--- src/rtl/regseq_pkg.sv ---
// Shared definitions for the register-file operation sequencer: default widths,
// opcodes and FSM state encoding.
package regseq_pkg;

  localparam int unsigned DW_DEF = 8;
  localparam int unsigned AW_DEF = 3;

  localparam logic [2:0] OP_ADD = 3'd0;
  localparam logic [2:0] OP_SUB = 3'd1;
  localparam logic [2:0] OP_AND = 3'd2;
  localparam logic [2:0] OP_OR  = 3'd3;
  localparam logic [2:0] OP_XOR = 3'd4;
  localparam logic [2:0] OP_SLL = 3'd5;
  localparam logic [2:0] OP_SRL = 3'd6;
  localparam logic [2:0] OP_LDI = 3'd7;

  typedef enum logic [1:0] {
    ST_IDLE  = 2'd0,
    ST_READ  = 2'd1,
    ST_EXEC  = 2'd2,
    ST_WRITE = 2'd3
  } state_e;

endpackage

--- src/rtl/regseq_alu.sv ---
// Combinational ALU for the sequencer. Carry is the ADD carry-out or the SUB
// borrow (x < y unsigned), and 0 for every other opcode.
module regseq_alu
  import regseq_pkg::*;
#(
  parameter int unsigned DW = DW_DEF
) (
  input  logic [2:0]    op,
  input  logic [DW-1:0] x,
  input  logic [DW-1:0] y,
  input  logic [DW-1:0] imm,
  output logic [DW-1:0] result,
  output logic          carry
);

  logic [DW:0] sum;

  always_comb begin
    sum    = {1'b0, x} + {1'b0, y};
    result = '0;
    carry  = 1'b0;
    case (op)
      OP_ADD: begin
        result = sum[DW-1:0];
        carry  = sum[DW];
      end
      OP_SUB: begin
        result = x - y;
        carry  = (x < y);
      end
      OP_AND:  result = x & y;
      OP_OR:   result = x | y;
      OP_XOR:  result = x ^ y;
      // Shift amount is always the low three bits of Y, independent of DW.
      OP_SLL:  result = x << y[2:0];
      OP_SRL:  result = x >> y[2:0];
      OP_LDI:  result = imm;
      default: result = '0;
    endcase
  end

endmodule

--- src/rtl/regfile_op_sequencer.sv ---
// Drives an external 8x8 register file as a small ALU datapath: READ, EXEC,
// WRITE per instruction. Define REGSEQ_FLAGS_EN to add the flag_z/flag_c outputs.
module regfile_op_sequencer
  import regseq_pkg::*;
#(
  parameter int unsigned DW = DW_DEF,
  parameter int unsigned AW = AW_DEF
) (
  input  logic          Clk,
  input  logic          Rst,
  input  logic          in_valid,
  output logic          in_ready,
  input  logic [2:0]    in_op,
  input  logic [AW-1:0] in_rd,
  input  logic [AW-1:0] in_rs,
  input  logic [AW-1:0] in_rt,
  input  logic [DW-1:0] in_imm,
  output logic [AW-1:0] RX,
  output logic [AW-1:0] RY,
  input  logic [DW-1:0] busX,
  input  logic [DW-1:0] busY,
  output logic          WEN,
  output logic [AW-1:0] RW,
  output logic [DW-1:0] busW,
  output logic          busy,
  output logic          done
`ifdef REGSEQ_FLAGS_EN
  ,
  output logic          flag_z,
  output logic          flag_c
`endif
);

  state_e        state_q;
  logic [2:0]    op_q;
  logic [AW-1:0] rd_q;
  logic [AW-1:0] rx_q;
  logic [AW-1:0] ry_q;
  logic [DW-1:0] imm_q;
  logic [DW-1:0] x_q;
  logic [DW-1:0] y_q;
  logic [AW-1:0] rw_q;
  logic [DW-1:0] busw_q;
  logic [DW-1:0] alu_result;
  logic          alu_carry;
  logic          accept;

  regseq_alu #(
    .DW (DW)
  ) u_alu (
    .op     (op_q),
    .x      (x_q),
    .y      (y_q),
    .imm    (imm_q),
    .result (alu_result),
    .carry  (alu_carry)
  );

  assign in_ready = (state_q == ST_IDLE) || (state_q == ST_WRITE);
  assign accept   = in_valid && in_ready;
  assign busy     = (state_q != ST_IDLE);
  // Reset overrides an in-flight write so a dropped instruction never lands.
  assign WEN      = (state_q == ST_WRITE) && !Rst;
  assign done     = (state_q == ST_WRITE);
  assign RX       = rx_q;
  assign RY       = ry_q;
  assign RW       = rw_q;
  assign busW     = busw_q;

`ifdef REGSEQ_FLAGS_EN
  logic flag_z_q;
  logic flag_c_q;
  assign flag_z = flag_z_q;
  assign flag_c = flag_c_q;
`else
  logic unused_carry;
  assign unused_carry = alu_carry;
`endif

  always_ff @(posedge Clk) begin
    if (Rst) begin
      state_q  <= ST_IDLE;
      op_q     <= '0;
      rd_q     <= '0;
      rx_q     <= '0;
      ry_q     <= '0;
      imm_q    <= '0;
      x_q      <= '0;
      y_q      <= '0;
      rw_q     <= '0;
      busw_q   <= '0;
`ifdef REGSEQ_FLAGS_EN
      flag_z_q <= 1'b0;
      flag_c_q <= 1'b0;
`endif
    end else begin
      // The handshake loads rs/rt straight into the read-address registers,
      // so RX/RY are valid for the whole READ cycle and hold afterwards.
      if (accept) begin
        op_q  <= in_op;
        rd_q  <= in_rd;
        rx_q  <= in_rs;
        ry_q  <= in_rt;
        imm_q <= in_imm;
      end
      unique case (state_q)
        ST_IDLE: begin
          if (accept) state_q <= ST_READ;
        end
        ST_READ: begin
          x_q     <= busX;
          y_q     <= busY;
          state_q <= ST_EXEC;
        end
        ST_EXEC: begin
          // busW doubles as the result register; it holds outside WRITE.
          busw_q   <= alu_result;
          rw_q     <= rd_q;
`ifdef REGSEQ_FLAGS_EN
          flag_z_q <= (alu_result == '0);
          flag_c_q <= alu_carry;
`endif
          state_q  <= ST_WRITE;
        end
        ST_WRITE: begin
          state_q <= accept ? ST_READ : ST_IDLE;
        end
        default: state_q <= ST_IDLE;
      endcase
    end
  end

endmodule
--- config.mk ---
export PLATFORM = sky130hd
export DESIGN_NAME = regfile_op_sequencer
export DESIGN_NICKNAME = d
export VERILOG_FILES = /design/src/rtl/regseq_pkg.sv /design/src/rtl/regseq_alu.sv /design/src/rtl/regfile_op_sequencer.sv
export SDC_FILE = /design/constraint.sdc
export NUM_CORES = 1
export LEC_CHECK = 0
export ABC_AREA = 0
export CORE_UTILIZATION = 57
export DETAILED_ROUTE_END_ITERATION = 10
export PLACE_DENSITY = 0.87
export SLEW_MARGIN = 20
export SYNTH_ARGS = -nofsm -noshare
export SYNTH_HDL_FRONTEND = slang
export SYNTH_SLANG_ARGS = --single-unit
--- constraint.sdc ---
create_clock -name Clk -period 4.35 [get_ports Clk]
set_clock_uncertainty 0.15 [all_clocks]
set_input_delay 0.6525 -clock Clk [delete_from_list [all_inputs] [get_ports Clk]]
set_output_delay 0.6525 -clock Clk [all_outputs]
set_load 0.1 [all_outputs]
After elaboration in Yosys (flattened, before gate mapping)
Cells that the tools add are included.
{ "word_totals": {"out_inout_bits": 21, "inputBits": 39, "reg_bits": 49, "elab_cells": 39} }
{ "op_classes": {"add_sub_neg": 2, "n_bitwise": 3, "muxes": 4, "n_reduce_logical": 7, "shifts": 2, "n_eq_ne": 11} }
{ "op_table": {"columns": ["cell", "count"], "rows": [
  ["$pmux W8 S8", 1],
  ["$eq A3 B3 Y1 const B", 4],
  ["$add A8 B8 Y8", 1],
  ["$and A8 B8 Y8", 1],
  ["$or A8 B8 Y8", 1],
  ["$pmux W2 S4", 1],
  ["$shl A8 B3 Y8", 1],
  ["$shr A8 B3 Y8", 1],
  ["$sub A8 B8 Y8", 1],
  ["$xor A8 B8 Y8", 1],
  ["$eq A3 B2 Y1 const B", 2],
  ["$eq A2 B2 Y1 const B", 2],
  ["$eq A3 B1 Y1 const B", 1],
  ["$logic_not A3 Y1", 1],
  ["$eq A2 B1 Y1 const B", 1],
  ["$logic_and A1 B1 Y1", 2],
  ["$logic_not A2 Y1", 1],
  ["$mux W2", 1],
  ["$ne A2 B2 Y1 const B", 1],
  ["$reduce_bool A2 Y1", 1],
  ["$logic_not A1 Y1", 1],
  ["$logic_or A1 B1 Y1", 1],
  ["$mux W1", 1]
]} }

Depth between registers and ports, before layout
Gate-level depths: netlist (run 1).
{ "logic_depth": {"depth_word": 5, "mapped_depth": 11} }

Hierarchy
Synthesis (run 1) repeated with hierarchy kept, for this count alone.
{ "hier_totals": {"cells_unflattened": 432, "area_unflattened_um2": 3716.1} }
{ "modules_own_cells": {"columns": ["mod", "area_each_um2", "seq_area_each_um2", "cells_each", "instances"], "rows": [
  ["regfile_op_sequencer", 1988.2, 980.9, 195, 1],
  ["regseq_alu", 1727.9, 0.0, 237, 1]
]} }

Least setup slack after synthesis (run 1)
Ideal clock, no wire load.
{ "synth_path": {"path_type": "register -> output", "startpoint": "reg state_q[1]", "endpoint": "out WEN", "path_slack_ns": 0.903, "t_arrival_ns": 2.644, "path_buffers": 0, "stages_incl_launch_ff": 3, "path_cell_list": "dfxtp_1 > ha_1 > nor2b_1"} }
{ "synth_between": {"elab_chain_cells": 2} }
{ "synth_rtl": {"columns": ["item", "line_no", "source"], "rows": [
  ["from (decl)", "regfile_op_sequencer.sv:34", "state_e state_q;"],
  ["from (signal assigned)", "regfile_op_sequencer.sv:126", "state_q <= accept ? ST_READ : ST_IDLE;"],
  ["$eq A2 B2 Y1", null, null],
  ["via done", "regfile_op_sequencer.sv:26", "output logic done"],
  ["$logic_and A1 B1 Y1", "regfile_op_sequencer.sv:63", "assign WEN = (state_q == ST_WRITE) && !Rst;"],
  ["to (decl)", "regfile_op_sequencer.sv:22", "output logic WEN,"]
]} }
The timed path passes the listed nets, and every way through them passes these cells.

Worst setup path after layout (run 1)
{ "layout_path": {"startpoint": "reg op_q[0]", "endpoint": "reg busw_q[7], in the netlist busW[7]"} }
{ "layout_between": {"elab_chain_cells": 2} }
{ "layout_rtl": {"columns": ["item", "line_no", "source"], "rows": [
  ["from (decl)", "regfile_op_sequencer.sv:35", "logic [2:0] op_q;"],
  ["from (signal assigned)", "regfile_op_sequencer.sv:100", "op_q <= in_op;"],
  ["$eq A3 B3 Y1, or another cell as far along", "regseq_alu.sv:22", "case (op)"],
  ["$pmux W8 S8 (*)", "regseq_alu.sv:22", null],
  ["to (signal assigned)", "regfile_op_sequencer.sv:117", "busw_q <= alu_result;"],
  ["to (decl)", "regfile_op_sequencer.sv:43", "logic [DW-1:0] busw_q;"]
]} }
Mark *: on every way between the ends. The rest lies on a longest branch, timed or not.
A chain may end at the register's enable or synchronous reset.

==> impl_metrics.csv, run 1 <==
group,metric,value,unit
synth,synth.cell_area,3370,um^2
setup_path,end_point_of_the_critical_path,"busW[7]$_SDFFE_PP0N_",
route,route.detailed.wl_per_inst,17.4,um
die,die_x,78.9,um
sta,whs,0.307,ns
sta,fin_tns_setup,0,ns
power_and_ir_drop,power_density,703,nW/um^2
synth,ys_ff_latch,49,
synth,synth_area_leaders,"sky130_fd_sc_hd__dfxtp_1, sky130_fd_sc_hd__ha_1, sky130_fd_sc_hd__mux2i_1, sky130_fd_sc_hd__nand2_1, sky130_fd_sc_hd__a21oi_1",
die,pin_count,60,
route,routed_wirelength,9150,um
route,remaining_drc_errors,0,
die,floorplan.core_area,5610,um^2
clock_network,clockBufferDepth,2,
route,number_of_vias_per_cell,6.09,
clock_network,cts_num_sinks,49,
setup_path,worst_ep_arrival_time,3.45,ns
status,status,"finished clean",
setup_path,critical_path.reg2reg.endpoint,"busW[7]$_SDFFE_PP0N_",
die,start_util,60.1,%
finish,final.fill_count,462,
grt,grt_antenna_before_repair,0,
finish,fin_area,4050,um^2
placed_design,port-buffer-count,59,
grt,grt_max_degree,50,
setup_path,depth_of_the_worst_register_to_register_path,9,
synth,synthDistinctLibCells,61,
sta,period_minus_slack,3.41,ns
route,num_vias,3211,
die,design.die.area,6230,um^2
synth,synth_largest_type_area_fraction,29.1,%
setup_path,rrSetupSlack,0.94,ns
clock_network,clkSlewWorstSetupHoldPaths,0.10,ns
synth,synth-compound-area-share,17.7,%
setup_path,worst-setup-path-type,"reg2reg",
clock_network,tritoncts.num_buffers,5,
clock_network,cts_hold_buffers,0,
job,drv_cap,0,
synth,yosysSeqAreaShare,29.1,%
sta,setup_repair_after_global_routing_missed_its_margin,"false",
grt,first_pass_grt_wire_length,14800,um
sta,timing.fmax,294,MHz
synth,postSynthNetCount,481,
setup_path,critical_path.startpoint_type,"flop",
setup_path,crit_fanout,26,
setup_path,reg_to_reg_start,"op_q[0]$_SDFFE_PP0P_",
grt,number_of_global_route_vias_before_repair,2998,
clock_network,htree_num_levels,2,
synth,synth_top_area_cell,"sky130_fd_sc_hd__dfxtp_1",
grt,globalRouteTotalUtil,30.6,%
die,die_h,78.9,um
finish,synthToLayoutAreaGrowth,20.0,%
synth,synth_async_sr_flop_share,0,%
sta,hold_viol,0,
synth,synth_mux_area_share,13.1,%
sta,max-slew-margin-rel,33.8,%
synth,yosys_warnings,0,
clock_network,clock-root-buffer,"sky130_fd_sc_hd__clkbuf_8",
route,detail_route.first_pass.iterations,5,
setup_path,end_kind,"flop",
clock_network,clock_insertion_delay_worst_skew,0.31,ns
sta,post-route-period-util,78.3,%
route,final_antenna_net_count,0,
finish,antennaDiodeCount,0,
synth,yosys.area_share.simple,19.5,%
sta,maxSlewViolCount,0,
clock_network,cts_tree,"yes",
placed_design,dpl-instance-area,3930,um^2
finish,multi_input_area,2160,um^2
grt,gr-total-overflow,0,
finish,final_layout_net_count,523,
clock_network,number_of_setup_buffers_added_after_cts,0,
synth,synth_flop_cell,"sky130_fd_sc_hd__dfxtp_1",
placed_design,dp_hpwl,6660,um
clock_network,cts_resized,0,
worst_hold_path,holdCritPathClass,"reg2reg",
setup_path,timing.critical_path.required,4.40,ns
synth,adder_cell_share_of_the_synthesized_area,11.4,%
route,detailedRoute.firstIterationViolations,398,
setup_path,launch_point_of_the_critical_path,"op_q[0]$_SDFFE_PP0P_",
synth,synthXorXnorAreaFrac,2.34,%
finish,proportion_of_layout_cells_with_a_drive_suffix_above_1,5.27,%
synth,main_combinational_cell_family_by_area_after_synthesis,"simple AND/OR/NAND/NOR gates",
placed_design,gp_congestion,0.943,
power_and_ir_drop,leakage,1.54,nW
synth,post_synth_edffs,0,
finish,layout.area.seq,981,um^2
synth,mean_syn_cell_area,8.18,um^2
sta,timing_worst_slew_pin_value,0.993,ns
synth,syn-instance-count,412,
power_and_ir_drop,max-vdd-ir-drop,0.499,mV
die,rows,27,
sta,finalSetupViolCount,0,
[flip-flops by register name, indices dropped and copies added (netlist names)]
| name | flops |
|---|---|
| rd_q | 3 |
| x_q | 8 |
| RX | 3 |
| RY | 3 |
| op_q | 3 |
| RW | 3 |
| y_q | 8 |
| busW | 8 |
| imm_q | 8 |
| state_q | 2 |
[cells by family after synthesis]
family | count (synthesis)
muxes | 36
xor gates and xnor gates | 9
adders and majority gates | 30
AOI/OAI and AO/OA | 92
and+or+nand+nor | 144
DFF | 49
buffers and inverters | 52
[synth_stat cells (all sizes together), types with 2 or more instances]
library cell,number
mux4,6
and4bb,2
a311oi,2
o21a,2
xor2,3
clkbuf,11
inv,26
a21oi,32
and3,3
nand3b,2
nor3b,2
o211ai,7
nand4,2
ha,29
mux2,3
nor2,40
nand2,61
a21o,2
xnor2,6
a31oi,3
nor3,3
buf,15
mux2i,27
o21ai,17
o41ai,2
a211oi,5
nand3,11
a221oi,5
nor2b,4
dfxtp,49
nor4,2
and2,3
nand2b,6
[worst max-delay path, cell delays in order (launching register included)]
cell and delay (ns):
sky130_fd_sc_hd__dfxtp_1 0.86, sky130_fd_sc_hd__nor3b_2 0.57, sky130_fd_sc_hd__mux2_2 0.43, sky130_fd_sc_hd__inv_1 0.07, sky130_fd_sc_hd__ha_1 0.22, sky130_fd_sc_hd__nand2b_1 0.09
sky130_fd_sc_hd__a21oi_1 0.09, sky130_fd_sc_hd__o41ai_1 0.54, sky130_fd_sc_hd__nand2b_1 0.19, sky130_fd_sc_hd__o211ai_1 0.08
[cells in the final DEF, fill, tap and decap left out, types with 2 or more instances in the layout]
cell type and instances:
sky130_fd_sc_hd__a211oi_1 5, sky130_fd_sc_hd__a21o_1 2, sky130_fd_sc_hd__a21oi_1 32, sky130_fd_sc_hd__a221oi_1 5, sky130_fd_sc_hd__a311oi_1 2, sky130_fd_sc_hd__a31oi_1 3, sky130_fd_sc_hd__and2_1 3, sky130_fd_sc_hd__and3_1 3
sky130_fd_sc_hd__buf_4 3, sky130_fd_sc_hd__clkbuf_8 5, sky130_fd_sc_hd__clkdlybuf4s50_1 58, sky130_fd_sc_hd__dfxtp_1 49, sky130_fd_sc_hd__ha_1 29, sky130_fd_sc_hd__inv_1 23, sky130_fd_sc_hd__inv_2 3, sky130_fd_sc_hd__inv_6 2
sky130_fd_sc_hd__mux2_2 2, sky130_fd_sc_hd__mux2i_1 27, sky130_fd_sc_hd__mux4_2 5, sky130_fd_sc_hd__nand2_1 61, sky130_fd_sc_hd__nand2b_1 6, sky130_fd_sc_hd__nand3_1 11, sky130_fd_sc_hd__nand3b_1 2, sky130_fd_sc_hd__nand4_1 2
sky130_fd_sc_hd__nor2_1 40, sky130_fd_sc_hd__nor2b_1 4, sky130_fd_sc_hd__nor3_1 3, sky130_fd_sc_hd__nor4_1 2, sky130_fd_sc_hd__o211ai_1 7, sky130_fd_sc_hd__o21a_1 2, sky130_fd_sc_hd__o21ai_0 15, sky130_fd_sc_hd__o21ai_1 2
sky130_fd_sc_hd__o41ai_1 2, sky130_fd_sc_hd__xnor2_1 6, sky130_fd_sc_hd__xor2_1 3
[layer usage]
layer / routed length, um / share of wire (%) / vias to the layer above / GRT usage (%)
met3: 712 / 7.8 / 25 / 4.25
met1: 3910 / 43 / 1488 / 39.6
met5: 0 / 0 / - / 0
li1: - / - / 1534 / -
met2: 4340 / 47 / 164 / 52.3
met4: 187 / 2.0 / 0 / 10.2
[power breakdown]
group	internal, mW	total [mW]	switching (mW)
Sequential	0.560	0.770	0.210
Clock	0.176	0.345	0.169
Combinational	0.659	1.73	1.07
[cell type report]
cell class | instances | share of cell area, %
flip-flops and latches | 49 | 24.2
inverters | 26 | 2.41
well taps | 72 | 2.23
repair buffers | 61 | 14.9
clock inverters | 3 | 1.18
multi-input cells | 311 | 53.3
clock buffers | 5 | 1.70
[how the worst min path moves through the flow]
stage                                        to  slack, ns  cells past startpoint             startpoint
after global routing       rd_q[0]$_SDFFE_PP0P_       0.34                      2   rd_q[0]$_SDFFE_PP0P_
after global placement       RX[1]$_SDFFE_PP0P_       0.29                      2     RX[1]$_SDFFE_PP0P_
final                     imm_q[5]$_SDFFE_PP0P_       0.31                      2  imm_q[5]$_SDFFE_PP0P_
after detailed placement  imm_q[5]$_SDFFE_PP0P_       0.30                      2  imm_q[5]$_SDFFE_PP0P_
after CTS                 imm_q[5]$_SDFFE_PP0P_       0.31                      2  imm_q[5]$_SDFFE_PP0P_
after floorplan           imm_q[5]$_SDFFE_PP0P_       0.28                      2  imm_q[5]$_SDFFE_PP0P_
[stage by stage]
step	setup slack, ns	total power, mW	util (%)	cells
after detailed placement	1.08	2.48	70.1	519
final	0.945	2.85	72.2	527
after global placement	1.26	2.45	70.1	519
after floorplan	0.903	2.09	-	412
after global routing	0.764	3.04	72.2	527
after CTS	1.04	2.83	72.2	527
(Power assumes the default switching activity.)
==> run 2: changes to the inputs <==
Settings changed: CORE_UTILIZATION 57 to 53, PLACE_DENSITY 0.87 to 0.81.
Clock period 4.35 ns to 3.3 ns, I/O delays scaled along.
==> run 2 against run 1 <==
Via count increased by 1.0%; non-clock buffer count increased by 8; die area increased by 7.4%; worst hold slack about the same; sequential share of layout area decreased by 0.082 points; cell count increased by 1.9%.
==> impl_metrics.csv, run 2 (same netlist as run 1, synthesis figures left out) <==
group,metric,value,unit
status,status,"finished clean",
grt,first_pass_grt_wire_length,14500,um
sta,finalSetupViolCount,0,
grt,met1_usage,39.1,%
die,die_h,81.8,um
setup_path,critical_path.startpoint_type,"flop",
die,start_util,55.9,%
clock_network,number_of_setup_buffers_added_after_cts,0,
sta,maxSlewViolCount,0,
clock_network,cts_num_sinks,49,
worst_hold_path,holdCritPathClass,"reg2reg",
grt,gr-total-overflow,0,
grt,number_of_global_route_vias_before_repair,2889,
finish,final_common_cell,"sky130_fd_sc_hd__nand2_1",
die,die_x,81.8,um
setup_path,worst-setup-path-type,"reg2reg",
placed_design,gp_congestion,0.973,
finish,mostFrequentLayoutCells,"sky130_fd_sc_hd__nand2_1, sky130_fd_sc_hd__dfxtp_1, sky130_fd_sc_hd__nor2_1",
job,drv_cap,0,
placed_design,dpl.cell_count,530,
clock_network,cts_resized,0,
route,num_vias,3244,
clock_network,cts_hold_buffers,0,
die,rows,28,
power_and_ir_drop,switching_power_total,1.90,mW
finish,synthToLayoutAreaGrowth,20.5,%
route,route.detailed.wl_per_inst,16.9,um
finish,layoutNonFillerInstCount,537,
route,final_antenna_net_count,0,
setup_path,end_kind,"flop",
grt,globalRouteTotalUtil,28.9,%
power_and_ir_drop,power_density,918,nW/um^2
grt,met3_usage,5.22,%
sta,period_minus_slack,2.65,ns
sta,setup_repair_after_global_routing_missed_its_margin,"false",
sta,max-slew-margin-rel,33.1,%
route,detail_route.first_pass.iterations,5,
clock_network,clockBufferDepth,2,
finish,final_layout_net_count,531,
power_and_ir_drop,max-vdd-ir-drop,0.591,mV
clock_network,cts_tree,"yes",
grt,grt_antenna_before_repair,0,
clock_network,clock-root-buffer,"sky130_fd_sc_hd__clkbuf_8",
power_and_ir_drop,power.combinational.fraction,64.1,%
grt,grt.busiest_layer,"met2",
die,floorplan.core_area,6030,um^2
route,remaining_drc_errors,0,
finish,antennaDiodeCount,0,
setup_path,crit_fanout,8,
clock_network,clkSlewWorstSetupHoldPaths,0.10,ns
power_and_ir_drop,leakage,1.62,nW
die,design.die.area,6680,um^2
sta,hold_viol,0,
grt,gr_met2_demand_resource,44.0,%
sta,fin_tns_setup,0,ns
route,detailedRoute.firstIterationViolations,263,
grt,grt_max_degree,26,
die,pin_count,60,
placed_design,port-buffer-count,59,
finish,proportion_of_layout_cells_with_a_drive_suffix_above_1,11.0,%
power_and_ir_drop,power.internal,1.83,mW
sta,post-route-period-util,80.2,%
power_and_ir_drop,power.switching_fraction,50.9,%
placed_design,dpl-instance-area,3960,um^2
power_and_ir_drop,sequentialPowerShare,24.6,%
finish,fin_area,4060,um^2
setup_path,timing.critical_path.required,3.37,ns
power_and_ir_drop,p_clk_share,11.3,%
sta,timing.fmax,378,MHz
clock_network,htree_num_levels,2,
route,number_of_vias_per_cell,6.04,
sta,timing_worst_slew_pin_value,1.00,ns
setup_path,worst_ep_arrival_time,2.72,ns
clock_network,clock_insertion_delay_worst_skew,0.31,ns
clock_network,tritoncts.num_buffers,5,
placed_design,dp_hpwl,6660,um
route,routed_wirelength,9090,um
==> run 2: per-stage QoR <==
| step | setup WS, ns | utilization (%) | hold slack (ns) | power [mW] |
|---|---|---|---|---|
| global route | 0.459 | 67.4 | 0.322 | 3.98 |
| detailed placement | 0.668 | 65.7 | 0.296 | 3.28 |
| finish | 0.654 | 67.4 | 0.307 | 3.73 |
| floorplan | 0.0105 | - | 0.282 | 2.75 |
| CTS | 0.654 | 67.4 | 0.308 | 3.70 |
| global placement | 0.771 | 65.7 | 0.293 | 3.24 |
==> run 2: final timing paths <==
| path | from | end | slack [ns] | cells past startpoint |
|---|---|---|---|---|
| setup / recovery | y_q[1]$_SDFFE_PP0N_ | busW[6]$_SDFFE_PP0N_ | 0.65 | 9 |
| hold / removal | RX[1]$_SDFFE_PP0P_ | RX[1]$_SDFFE_PP0P_ | 0.31 | 2 |
| setup reg to reg | y_q[1]$_SDFFE_PP0N_ | busW[6]$_SDFFE_PP0N_ | 0.65 | 9 |
| hold reg to reg | RX[1]$_SDFFE_PP0P_ | RX[1]$_SDFFE_PP0P_ | 0.31 | 2 |
==> run 2: cell type report <==
type / instances / area [um^2]
inverter: 26 / 97.6
timing repair buffer: 69 / 626
tap: 75 / 93.8
multi-input combinational: 311 / 2160
clock buffer: 5 / 68.8
sequential: 49 / 981
fill: 524 / 1970
clock inverter: 2 / 35.0
==> run 2: power groups by stage <==
stage          logic, mW  registers (mW)  clock network (mW)
2_1_floorplan       1.54            1.21                   0
3_3_place_gp        2.33           0.913                   0
3_5_place_dp        2.36           0.920                   0
4_1_cts             2.37           0.908               0.430
5_1_grt             2.59           0.932               0.453
6_report            2.39           0.915               0.422
==> run 2: layer usage <==
layer  up-vias  wire [um]
li1       1540          -
met1      1506       4040
met2       170       4000
met3        28        679
met4         0        368
met5         -          0
==> run 2: worst max-delay path, stage by stage, from the launching register on <==
cell	delay, ns
sky130_fd_sc_hd__dfxtp_1	0.49
sky130_fd_sc_hd__inv_2	0.15
sky130_fd_sc_hd__ha_1	0.29
sky130_fd_sc_hd__mux2_2	0.29
sky130_fd_sc_hd__fa_1	0.44
sky130_fd_sc_hd__nor2b_1	0.17
sky130_fd_sc_hd__o31a_1	0.16
sky130_fd_sc_hd__o22ai_1	0.08
sky130_fd_sc_hd__mux2i_1	0.13
sky130_fd_sc_hd__a311oi_1	0.21
